$ cat config.mk
export PLATFORM = sky130hd
export DESIGN_NAME = board_rider
export DESIGN_NICKNAME = d
export VERILOG_FILES = /design/src/rtl/board_rider.sv
export SDC_FILE = /design/constraint.sdc
export NUM_CORES = 1
export LEC_CHECK = 0
export ABC_AREA = 1
export CORE_MARGIN = 3
export CORE_UTILIZATION = 60
export DETAILED_ROUTE_END_ITERATION = 8
export HOLD_SLACK_MARGIN = 0.06
export PLACE_DENSITY = 0.95
export RECOVER_POWER = 100
export SKIP_LAST_GASP = 1
export SYNTH_ARGS = -nofsm -noshare
export SYNTH_HDL_FRONTEND = slang
export SYNTH_SLANG_ARGS = --single-unit
export TNS_END_PERCENT = 5
$ cat constraint.sdc
create_clock -name frame_clk -period 3.8 [get_ports frame_clk]
set_input_delay 0.76 -clock frame_clk [delete_from_list [all_inputs] [get_ports frame_clk]]
set_output_delay 0.76 -clock frame_clk [all_outputs]
set_load 0.02 [all_outputs]
$ cat src/rtl/board_rider.sv
// Player-side board contact resolver: decides landing, riding, head bump and
// leaving against one moving board, and emits the corrected player Y each frame.
module board_rider #(
   parameter int unsigned BOARD_W       = 64,
   parameter int unsigned BOARD_H       = 14,
   parameter int unsigned PLAYER_W      = 20,
   parameter int unsigned PLAYER_H      = 35,
   parameter int unsigned BOARD_Y_RESET = 248
) (
   input  logic       frame_clk,
   input  logic       Reset,
   input  logic [9:0] BoardX,
   input  logic [9:0] BoardY,
   input  logic [9:0] PlayerX,
   input  logic [9:0] PlayerY,
   input  logic [9:0] PlayerYNext,
   output logic [9:0] PlayerYOut,
   output logic       OnBoard,
   output logic       HeadBump,
   output logic [9:0] CarryDY
);

   typedef enum logic [0:0] {
      FREE   = 1'b0,
      RIDING = 1'b1
   } state_e;

   state_e     state_q, state_d;
   logic [9:0] board_y_prev_q;
   logic [9:0] player_y_q, player_y_d;
   logic [9:0] carry_dy_q, carry_dy_d;
   logic       on_board_q, on_board_d;
   logic       head_bump_q, head_bump_d;

   logic [10:0] bx_s, by_s, px_s, py_s, pyn_s, prev_s;
   logic        ovl_s, land_s, bump_s;
   logic [9:0]  land_tgt_s, dy_s, bump_y_s;

   // Zero-extend to 11 bits so position + size sums never wrap in comparisons.
   assign bx_s   = {1'b0, BoardX};
   assign by_s   = {1'b0, BoardY};
   assign px_s   = {1'b0, PlayerX};
   assign py_s   = {1'b0, PlayerY};
   assign pyn_s  = {1'b0, PlayerYNext};
   assign prev_s = {1'b0, board_y_prev_q};

   assign ovl_s      = (px_s + 11'(PLAYER_W) > bx_s) && (px_s < bx_s + 11'(BOARD_W));
   assign land_tgt_s = (by_s < 11'(PLAYER_H)) ? 10'd0 : (BoardY - 10'(PLAYER_H));
   assign dy_s       = BoardY - board_y_prev_q;
   assign bump_y_s   = BoardY + 10'(BOARD_H);

   // Land: feet were above the board's previous top and the proposed move reaches it.
   assign land_s = ovl_s && (py_s + 11'(PLAYER_H) <= prev_s)
                         && (pyn_s + 11'(PLAYER_H) >= by_s);
   assign bump_s = ovl_s && (py_s >= prev_s + 11'(BOARD_H))
                         && (pyn_s < by_s + 11'(BOARD_H));

   // Contact resolution and next-state selection.
   always_comb begin
      state_d     = state_q;
      player_y_d  = PlayerYNext;
      on_board_d  = 1'b0;
      head_bump_d = 1'b0;
      carry_dy_d  = 10'd0;
      case (state_q)
         FREE: begin
            if (land_s) begin
               player_y_d = land_tgt_s;
               on_board_d = 1'b1;
               state_d    = RIDING;
            end else if (bump_s) begin
               player_y_d  = bump_y_s;
               head_bump_d = 1'b1;
            end else begin
               player_y_d = PlayerYNext;
            end
         end
         RIDING: begin
            if (!ovl_s || (PlayerYNext < PlayerY)) begin
               player_y_d = PlayerYNext;
               state_d    = FREE;
            end else begin
               player_y_d = land_tgt_s;
               on_board_d = 1'b1;
               carry_dy_d = dy_s;
            end
         end
         default: begin
            state_d = FREE;
         end
      endcase
   end

   // State, previous board Y and registered outputs.
   always_ff @(posedge frame_clk or posedge Reset) begin
      if (Reset) begin
         state_q        <= FREE;
         board_y_prev_q <= 10'(BOARD_Y_RESET);
         player_y_q     <= 10'd0;
         on_board_q     <= 1'b0;
         head_bump_q    <= 1'b0;
         carry_dy_q     <= 10'd0;
      end else begin
         state_q        <= state_d;
         board_y_prev_q <= BoardY;
         player_y_q     <= player_y_d;
         on_board_q     <= on_board_d;
         head_bump_q    <= head_bump_d;
         carry_dy_q     <= carry_dy_d;
      end
   end

   assign PlayerYOut = player_y_q;
   assign OnBoard    = on_board_q;
   assign HeadBump   = head_bump_q;
   assign CarryDY    = carry_dy_q;

endmodule

==> results of run 1 <==
[placed cells by master (no fill, tap or decap), types with 3 or more instances in the layout]
cell,count
nand2_1,161
ha_1,84
xnor2_1,11
a21o_1,4
nand3_1,47
clkbuf_1,3
a21oi_1,38
nor2_1,52
buf_4,17
nand2_2,4
nor3_1,8
nand3b_1,3
dfstp_2,5
dlygate4sd3_1,31
nand3_2,3
inv_1,117
nand4_1,18
dfrtp_1,27
clkdlybuf4s50_1,42
inv_2,6
clkbuf_8,5
xor2_1,30
o21ai_0,16
[logic make-up after synthesis]
family / Yosys count
fa+ha+maj: 85
xor+xnor: 41
buf+inv: 129
compound gates: 71
simple gates: 305
flops: 32
[per-stage QoR]
stage	setup WS [ns]	cells	hold slack, ns	power, µW	instance area, µm²
2_1_floorplan	0.953	663	0.541	840	4520
5_1_grt	0.0332	858	0.676	1470	5560
3_5_place_dp	-0.00923	850	0.659	1110	5480
4_1_cts	0.275	858	0.667	1380	5570
3_3_place_gp	0.106	850	0.650	1080	5480
6_report	0.240	859	0.677	1380	5560
[power by group through the flow]
stage                     logic [µW]  registers, µW  clock network, µW
after CTS                        715            396                274
after floorplan                  409            431                  0
final                            710            394                277
after global routing             785            397                286
after detailed placement         710            402                  0
after global placement           675            402                  0
[worst max-delay path, stage by stage]
cell	delay [ns]
clkdlybuf4s50_1	0.53
inv_1	0.10
a21oi_1	0.28
nand3_1	0.17
a21oi_1	0.25
nand3_1	0.13
xor2_1	0.17
ha_1	0.29
nand2_1	0.06
inv_1	0.05
nand3_1	0.09
o21ai_0	0.19
nand2_1	0.15
nand3_4	0.15
nand2_2	0.07
inv_2	0.11
nand2_1	0.07
nand2_1	0.07
nor2_2	0.04
[synthesized netlist by cell type, types with 5 or more instances]
cell	number
xor2_1	30
ha_1	84
o21ai_0	16
dfrtp_1	27
nor2_1	51
nand4_1	18
nand3_1	47
dfstp_2	5
nand2_1	161
inv_2	6
xnor2_1	11
inv_1	117
a21oi_1	38
nor3_1	7
[area by class of cell]
cell class	instances	share of cell area [%]
Timing Repair Buffer	93	15.6
Tap cell	99	2.23
Clock buffer	5	1.24
Antenna cell	1	0.0450
Inverter	124	8.37
Sequential cell	32	14.5
Clock inverter	3	0.428
Multi-Input combinational cell	502	57.5
[registers in the layout, indices dropped and copies added (netlist names)]
| register | cells |
|---|---|
| CarryDY | 10 |
| PlayerYOut | 10 |
| board_y_prev_q | 10 |
| HeadBump | 1 |
| OnBoard | 1 |
[routing by layer]
layer	vias to the layer above	global-route usage (%)
met2	255	57.9
met5	-	0
met3	50	4.39
met4	0	12.5
li1	2335	-
met1	2249	38.2
[worst paths after layout]
check                                   from             to  slack (ns)  depth (start not counted)
min reg2reg                board_y_prev_q[0]     CarryDY[0]        0.68                          2
min                        board_y_prev_q[0]     CarryDY[0]        0.68                          2
max                               PlayerY[0]  PlayerYOut[8]        0.24                         19
max in group asynchronous              Reset  PlayerYOut[0]        1.42                          3
min in group asynchronous              Reset     CarryDY[4]        0.86                          2
max reg2reg                board_y_prev_q[1]  PlayerYOut[8]        0.55                         20
==> qor.yml, run 1 <==
detailed_routing:
  antenna_left: 0
  met3WireLength_um: 1050
  wire_per_inst_um: 16.1
  drc: 0
  dr_total_vias: 4889
  wl_met1_um: 5480
  dr.pass1.iters: 5
  top_layer_used: "met4"
  wirelength_um: 13800
  avgViaCountPerCell: 5.69
  drt_iter0_drc: 294
  wl_met2_um: 6830
layout:
  fill_cells: 567
  register_area_um2: 807
  layout-drive-gt1-share_pct: 6.85
  final_nets: 895
  areaGrowthSynthToFinish_pct: 22.9
  multi_input_area_um2: 3200
  fin_util_pct: 76.2
cts:
  postCtsSetupBuffers: 0
  cts_max_level: 2
  insertion_delay_ns: 0.29
  hold_buffers: 0
  clk_pin_slew_ns: 0.07
  clockBufferDepth: 2
  cts.sinks: 32
  cts_buffers: 5
  cts_resized: 0
  cts_tree: "yes"
  cts_root_buffer: "clkbuf_8"
die:
  initial_utilization_pct: 62.0
  core_um2: 7290
  dieArea_um2: 8620
  die_h_um: 92.8
  fp-row-count: 31
  die_w_um: 92.8
  ios: 74
global_routing:
  grt_pass1_vias: 4849
  grt_usage_pct: 32.1
  antenna_found_initial: 0
  grt_max_degree: 24
  overflow: 0
  grt_pass1_wl_um: 22300
setup_path:
  crit_type: "in -> reg"
  path_max_fanout: 7
  cp.required_ns: 3.98
  critPathLaunchType: "input port"
  cp_data_arrival_time_ns: 3.74
  cp-end-kind: "flip-flop"
power_and_ir_drop:
  leakagePower_uw: 0.00309
  power_density_nw_per_um2: 249
  p_int_uw: 787
  pwr-share-seq_pct: 28.6
  power.share.combinational_pct: 51.4
  p_sw_uw: 594
  ir_worst_vdd_uv: 164
  p_clk_share_pct: 20.0
  sw_frac_of_total_pct: 43.0
yosys:
  async_reset_ff_share_pct: 100
  synth.area.top_cells: "ha_1 (23%), dfrtp_1 (15%), nand2_1 (13%)"
  synthAdderAreaFrac_pct: 23.7
  syn-cell-area_um2: 4520
  yosys.cell_types.count: 40
  synth-compound-area-share_pct: 8.85
  yosys.area_share.simple_pct: 30.4
  ys.flop_type: "dfrtp_1"
  syn_nets: 800
  synth_edf_count: 0
  synth_xor_area_share_pct: 7.94
  yosys.area.top_type: "ha_1"
  synth_top_family_by_area: "simple AND/OR/NAND/NOR gates"
  avgSynthCellArea_um2: 6.82
  yosys-mux-area-fraction_pct: 0
  netlist_instances: 663
  ys_seq_area_share_pct: 17.8
  post-synth-top-area-fraction_pct: 23.2
  ys_warn_count: 0
  ys_seq_elements: 32
min_path:
  min_path_type: "reg -> reg"
placed_design:
  place_congestion: 1.06
  io_buffers: 73
  detailed_place_hpwl_um: 11700
sta:
  slew-limit-headroom_pct: 13.3
  setup_tns_ns: 0
  fin_crit_sh_pct: 93.7
  slew_viol_final: 0
  fin_worst_skew_ns: 0.00477
  tightest_slew_ns: 1.30
  final_hold_viol_count: 0
  fmax_ghz: 0.281
  rsz0062_at_grt: "no"
  finalCriticalPeriod_ns: 3.56
  setup_viol: 0
job:
  maxCapViolCount: 0
run_status:
  run_status: "finished clean"
No activity file was read; power rests on OpenSTA's default activity.
==> run 2, diff against run 1 <==
Settings changed: CORE_UTILIZATION 60 to 37, PLACE_DENSITY 0.95 to 0.69.
==> run 2 against run 1 <==
The flow now finishes with violations (capacitance limit, slew limit). Clock power up 65%. Sequential share of layout area down 0.42 points. Fmax up 1.3%. Critical path depth unchanged. Non-clock buffer count up 8. Critical path type unchanged. Critical endpoint is now PlayerYOut[5]. Highest routed layer unchanged.
==> qor.yml, run 2 (synthesized netlist as in run 1, its figures left out) <==
setup_path:
  path_max_fanout: 11
  slowest_stage: "dlygate4sd3_1"
  critPathMostFrequentCell: "nand2_1"
  cp_top_family: "simple AND/OR/NAND/NOR gates"
  cp_data_arrival_time_ns: 3.68
  max_stage_delay_ns: 0.70
  crit_type: "in -> reg"
  cp-end-kind: "flip-flop"
  r2r_start: "board_y_prev_q[1]"
  cp_num_buf_inv: 3
  crit_start: "BoardY[3]"
  critPathLaunchType: "input port"
  crit_chain: "dlygate4sd3_1 > nor2_1 > nand2_1 > nand3_1 > nor2_1 > inv_1 > o21ai_0 > ha_1 > a21o_1 > nand3_1 > nand2_1 > inv_2 > nand2_1 > nor2_2 > nand3_2 > nand2_1 > nand3_1 > nand2_1 > nand2_1"
  cp.required_ns: 3.97
power_and_ir_drop:
  power.share.combinational_pct: 44.5
  power_density_nw_per_um2: 269
  sw_frac_of_total_pct: 37.1
  leakagePower_uw: 0.00316
  p_sw_uw: 571
  pwr-share-seq_pct: 25.7
  power_uw: 1540
  p_int_uw: 968
  ir_worst_vdd_uv: 211
  p_clk_share_pct: 29.8
sta:
  setup_tns_ns: 0
  final_hold_viol_count: 0
  slew-limit-headroom_pct: -14.2
  fmax_ghz: 0.285
  setup_viol: 0
  tightest_slew_ns: 1.71
  layout_setup_ws_ns: 0.287
  fin_worst_skew_ns: 0.00538
  fin_crit_sh_pct: 92.4
  slew_viol_final: 33
  finalCriticalPeriod_ns: 3.51
  rsz0062_at_grt: "no"
global_routing:
  antenna_found_initial: 0
  grt_max_degree: 33
  grt_usage_pct: 18.5
  grt_pass1_vias: 4239
  overflow: 0
  grt_pass1_wl_um: 20200
layout:
  diodes: 0
  areaGrowthSynthToFinish_pct: 26.6
  layout-drive-gt1-share_pct: 7.56
  mostFrequentLayoutCells: "nand2_1 (162), inv_1 (117), ha_1 (84)"
  final_nets: 903
  register_area_um2: 807
  layout_commonest_cell: "nand2_1"
  multi_input_area_um2: 3180
  fill_cells: 1158
cts:
  clockBufferDepth: 2
  cts_resized: 0
  cts_root_buffer: "clkbuf_16"
  cts_max_level: 2
  cts_tree: "yes"
  clk_pin_slew_ns: 0.05
  cts_buffers: 5
  cts.sinks: 32
  insertion_delay_ns: 0.28
  postCtsSetupBuffers: 0
  hold_buffers: 0
die:
  core_um2: 11700
  die_w_um: 117
  ios: 74
  dieArea_um2: 13600
  die_h_um: 117
  initial_utilization_pct: 38.8
  fp-row-count: 39
placed_design:
  place_ws_ns: 0.145
  detailed_place_hpwl_um: 10500
  place_congestion: 0.966
  io_buffers: 73
min_path:
  min_from: "board_y_prev_q[0]"
  min_path_type: "reg -> reg"
detailed_routing:
  avgViaCountPerCell: 4.96
  drt_iter0_drc: 324
  wirelength_um: 12200
  wire_per_inst_um: 13.4
  dr.pass1.iters: 5
  drc: 0
  dr_total_vias: 4518
  antenna_left: 0
run_status:
  run_status: "finished, violations left"
  violations: "capacitance limit, slew limit"
job:
  maxCapViolCount: 1
run 2: cell types whose count changed in the layout (fill, tap and decap cells not counted), sizes merged:
cell / before / now
diode: 1 / 0
dlygate4sd3: 31 / 32
buf: 17 / 24
clkinvlp: 2 / 1
clkbuf: 8 / 9
clkdlybuf4s50: 42 / 41
bufinv: 0 / 1
run 2: tightest hold or removal path: stages (launching register included):
cell and delay [ns]:
dfrtp_1 0.44, ha_1 0.15, nor2_1 0.04
run 2: final timing paths:
kind / endpoint / slack [ns] / cells after the start
worst min-delay path: CarryDY[0] / 0.66 / 2
worst max register to register: PlayerYOut[5] / 0.80 / 19
worst min register to register: CarryDY[0] / 0.66 / 2
max in group asynchronous: CarryDY[1] / 1.29 / 3
min in group asynchronous: CarryDY[8] / 1.52 / 3
worst max-delay path: PlayerYOut[5] / 0.29 / 19
run 2: layout make-up:
class                      count  area share (%)
timing repair buffer         101            16.2
multi-input combinational    502            55.5
clock inverter                 3           0.743
inverter                     124            8.13
clock buffer                   5            2.19
sequential                    32            14.1
tap                          143            3.13
run 2: metrics by stage:
step           hold WS, ns  cells  cell area, µm²  utilization [%]
2_1_floorplan        0.541    663            4520                -
3_3_place_gp         0.649    902            5600             48.0
3_5_place_dp         0.661    902            5600             48.0
4_1_cts              0.669    910            5760             49.4
5_1_grt              0.696    910            5720             49.1
6_report             0.664    910            5720             49.1
run 2: routing by layer:
layer / up-vias / routed length [µm] / global-route usage, %
met2: 139 / 5260 / 29.1
met5: - / 0 / 0
li1: 2345 / - / -
met1: 2018 / 6030 / 27.0
met3: 16 / 683 / 2.49
met4: 0 / 237 / 4.43
run 2: power groups by stage:
| stage | Sequential, µW | Combinational, µW | Clock (µW) |
|---|---|---|---|
| 3_3_place_gp | 404 | 692 | 0 |
| 6_report | 396 | 685 | 458 |
| 4_1_cts | 398 | 703 | 463 |
| 5_1_grt | 399 | 781 | 484 |
| 3_5_place_dp | 404 | 699 | 0 |
| 2_1_floorplan | 431 | 409 | 0 |
==> run 3, diff against run 2 <==
Settings changed: CORE_MARGIN 3 to 8.
==> run 3 against run 2 <==
The flow now finishes without violations. Fmax increased by 1.7%. Total power down 0.67%. Flip-flop and latch count unchanged. Design area increased by 0.57%. Register-to-register slack better by 0.06 ns. Die area grew 18%. First-iteration DRC count fell by 25%. Sequential share of layout area shrank 0.080 points. Cell count grew 0.88%. Clock-buffer cell count grew 1.
==> qor.yml, run 3 (synthesized netlist as in run 1, its figures left out) <==
setup_path:
  reg2reg_slack_ns: 0.86
  cp_data_arrival_time_ns: 3.61
  critPathCapture: "PlayerYOut[6]"
  crit_type: "in -> reg"
  reg2reg_depth: 19
  cp-end-kind: "flip-flop"
  cp.required_ns: 3.96
  r2r_start: "board_y_prev_q[1]"
  crit_start: "BoardY[3]"
  r2r_end: "PlayerYOut[6]"
  cp_num_buf_inv: 3
  path_max_fanout: 11
  cp_top_family: "simple AND/OR/NAND/NOR gates"
  crit_chain: "dlygate4sd3_1 > nor2_1 > nand2_1 > nand3_1 > nor2_1 > inv_1 > o21ai_0 > ha_1 > a21o_1 > nand3_1 > nand2_1 > clkinv_1 > nand2_1 > nor2_2 > nand3_2 > nand2_1 > nand3_1 > nand2_1 > nand2_1"
  critPathLaunchType: "input port"
  slowest_stage: "dlygate4sd3_1"
  cp.depth: 19
  max_stage_delay_ns: 0.67
  critPathMostFrequentCell: "nand2_1"
layout:
  final_nets: 907
  diodes: 0
  fill_cells: 1214
  multi_input_area_um2: 3180
  register_area_um2: 807
  layout_commonest_cell: "nand2_1"
  areaGrowthSynthToFinish_pct: 27.3
  mostFrequentLayoutCells: "nand2_1 (162), inv_1 (117), ha_1 (84)"
  layout-drive-gt1-share_pct: 7.91
detailed_routing:
  dr.pass1.iters: 5
  avgViaCountPerCell: 4.94
  dr_total_vias: 4535
  wire_per_inst_um: 13.6
  drc: 0
  antenna_left: 0
  drt_iter0_drc: 242
  wirelength_um: 12500
global_routing:
  overflow: 0
  grt_usage_pct: 16.0
  grt_max_degree: 30
  grt_pass1_wl_um: 21000
  grt_pass1_vias: 4387
  antenna_found_initial: 0
min_path:
  min_path_type: "reg -> reg"
  min_from: "board_y_prev_q[0]"
cts:
  insertion_delay_ns: 0.28
  cts_max_level: 2
  cts_buffers: 5
  hold_buffers: 0
  cts_resized: 0
  clk_pin_slew_ns: 0.05
  postCtsSetupBuffers: 0
  cts_root_buffer: "clkbuf_16"
  cts.sinks: 32
  clockBufferDepth: 2
  cts_tree: "yes"
die:
  die_h_um: 127
  ios: 74
  core_um2: 12000
  initial_utilization_pct: 37.8
  die_w_um: 127
  dieArea_um2: 16000
  fp-row-count: 40
sta:
  tightest_slew_ns: 1.09
  finalCriticalPeriod_ns: 3.45
  setup_viol: 0
  fmax_ghz: 0.289
  setup_tns_ns: 0
  hold_ws_ns: 0.668
  slew-limit-headroom_pct: 27.5
  final_hold_viol_count: 0
  fin_crit_sh_pct: 90.9
  layout_setup_ws_ns: 0.346
  rsz0062_at_grt: "no"
  slew_viol_final: 0
  fin_worst_skew_ns: 0.00588
job:
  maxCapViolCount: 0
power_and_ir_drop:
  leakagePower_uw: 0.00318
  ir_worst_vdd_uv: 137
  power_density_nw_per_um2: 266
placed_design:
  detailed_place_hpwl_um: 10900
  io_buffers: 73
  place_congestion: 0.913
  place_ws_ns: 0.127
run_status:
  run_status: "finished clean"
run 3: worst min path at each step:
stage / slack, ns / cells past startpoint / endpoint
after floorplan: 0.54 / 2 / CarryDY[0]
after global placement: 0.66 / 2 / CarryDY[0]
after detailed placement: 0.66 / 2 / CarryDY[0]
after CTS: 0.67 / 2 / CarryDY[0]
after global routing: 0.70 / 2 / CarryDY[0]
final: 0.67 / 2 / CarryDY[0]
run 3: metal layers:
layer / track usage [%] / wire length (µm) / up-vias
met5: 0 / 0 / -
met4: 4.10 / 183 / 0
met3: 2.64 / 713 / 11
met2: 26.4 / 5610 / 120
met1: 21.2 / 5980 / 2047
li1: - / - / 2357
run 3: stage by stage:
stage | total power (µW) | instances | cell area [µm²] | util (%)
6_report | 1530 | 918 | 5760 | 48.1
3_5_place_dp | 1110 | 910 | 5630 | 47.1
5_1_grt | 1640 | 918 | 5760 | 48.1
4_1_cts | 1560 | 918 | 5800 | 48.5
2_1_floorplan | 840 | 663 | 4520 | -
3_3_place_gp | 1100 | 910 | 5630 | 47.1
run 3: report_power, final:
part	switching (µW)	internal (µW)
Combinational	399	286
Sequential	20.0	376
Clock	139	308
run 3: layout make-up:
cell class | count | share of cell area (%)
timing repair buffer | 105 | 16.6
clock buffer | 6 | 2.24
sequential | 32 | 14.0
multi-input combinational | 502 | 55.2
clock inverter | 2 | 0.609
inverter | 124 | 8.09
tap | 147 | 3.19
run 3: tightest hold or removal path: stages (launching register included):
cell     delay (ns)
dfrtp_1        0.44
ha_1           0.15
nor2_1         0.04
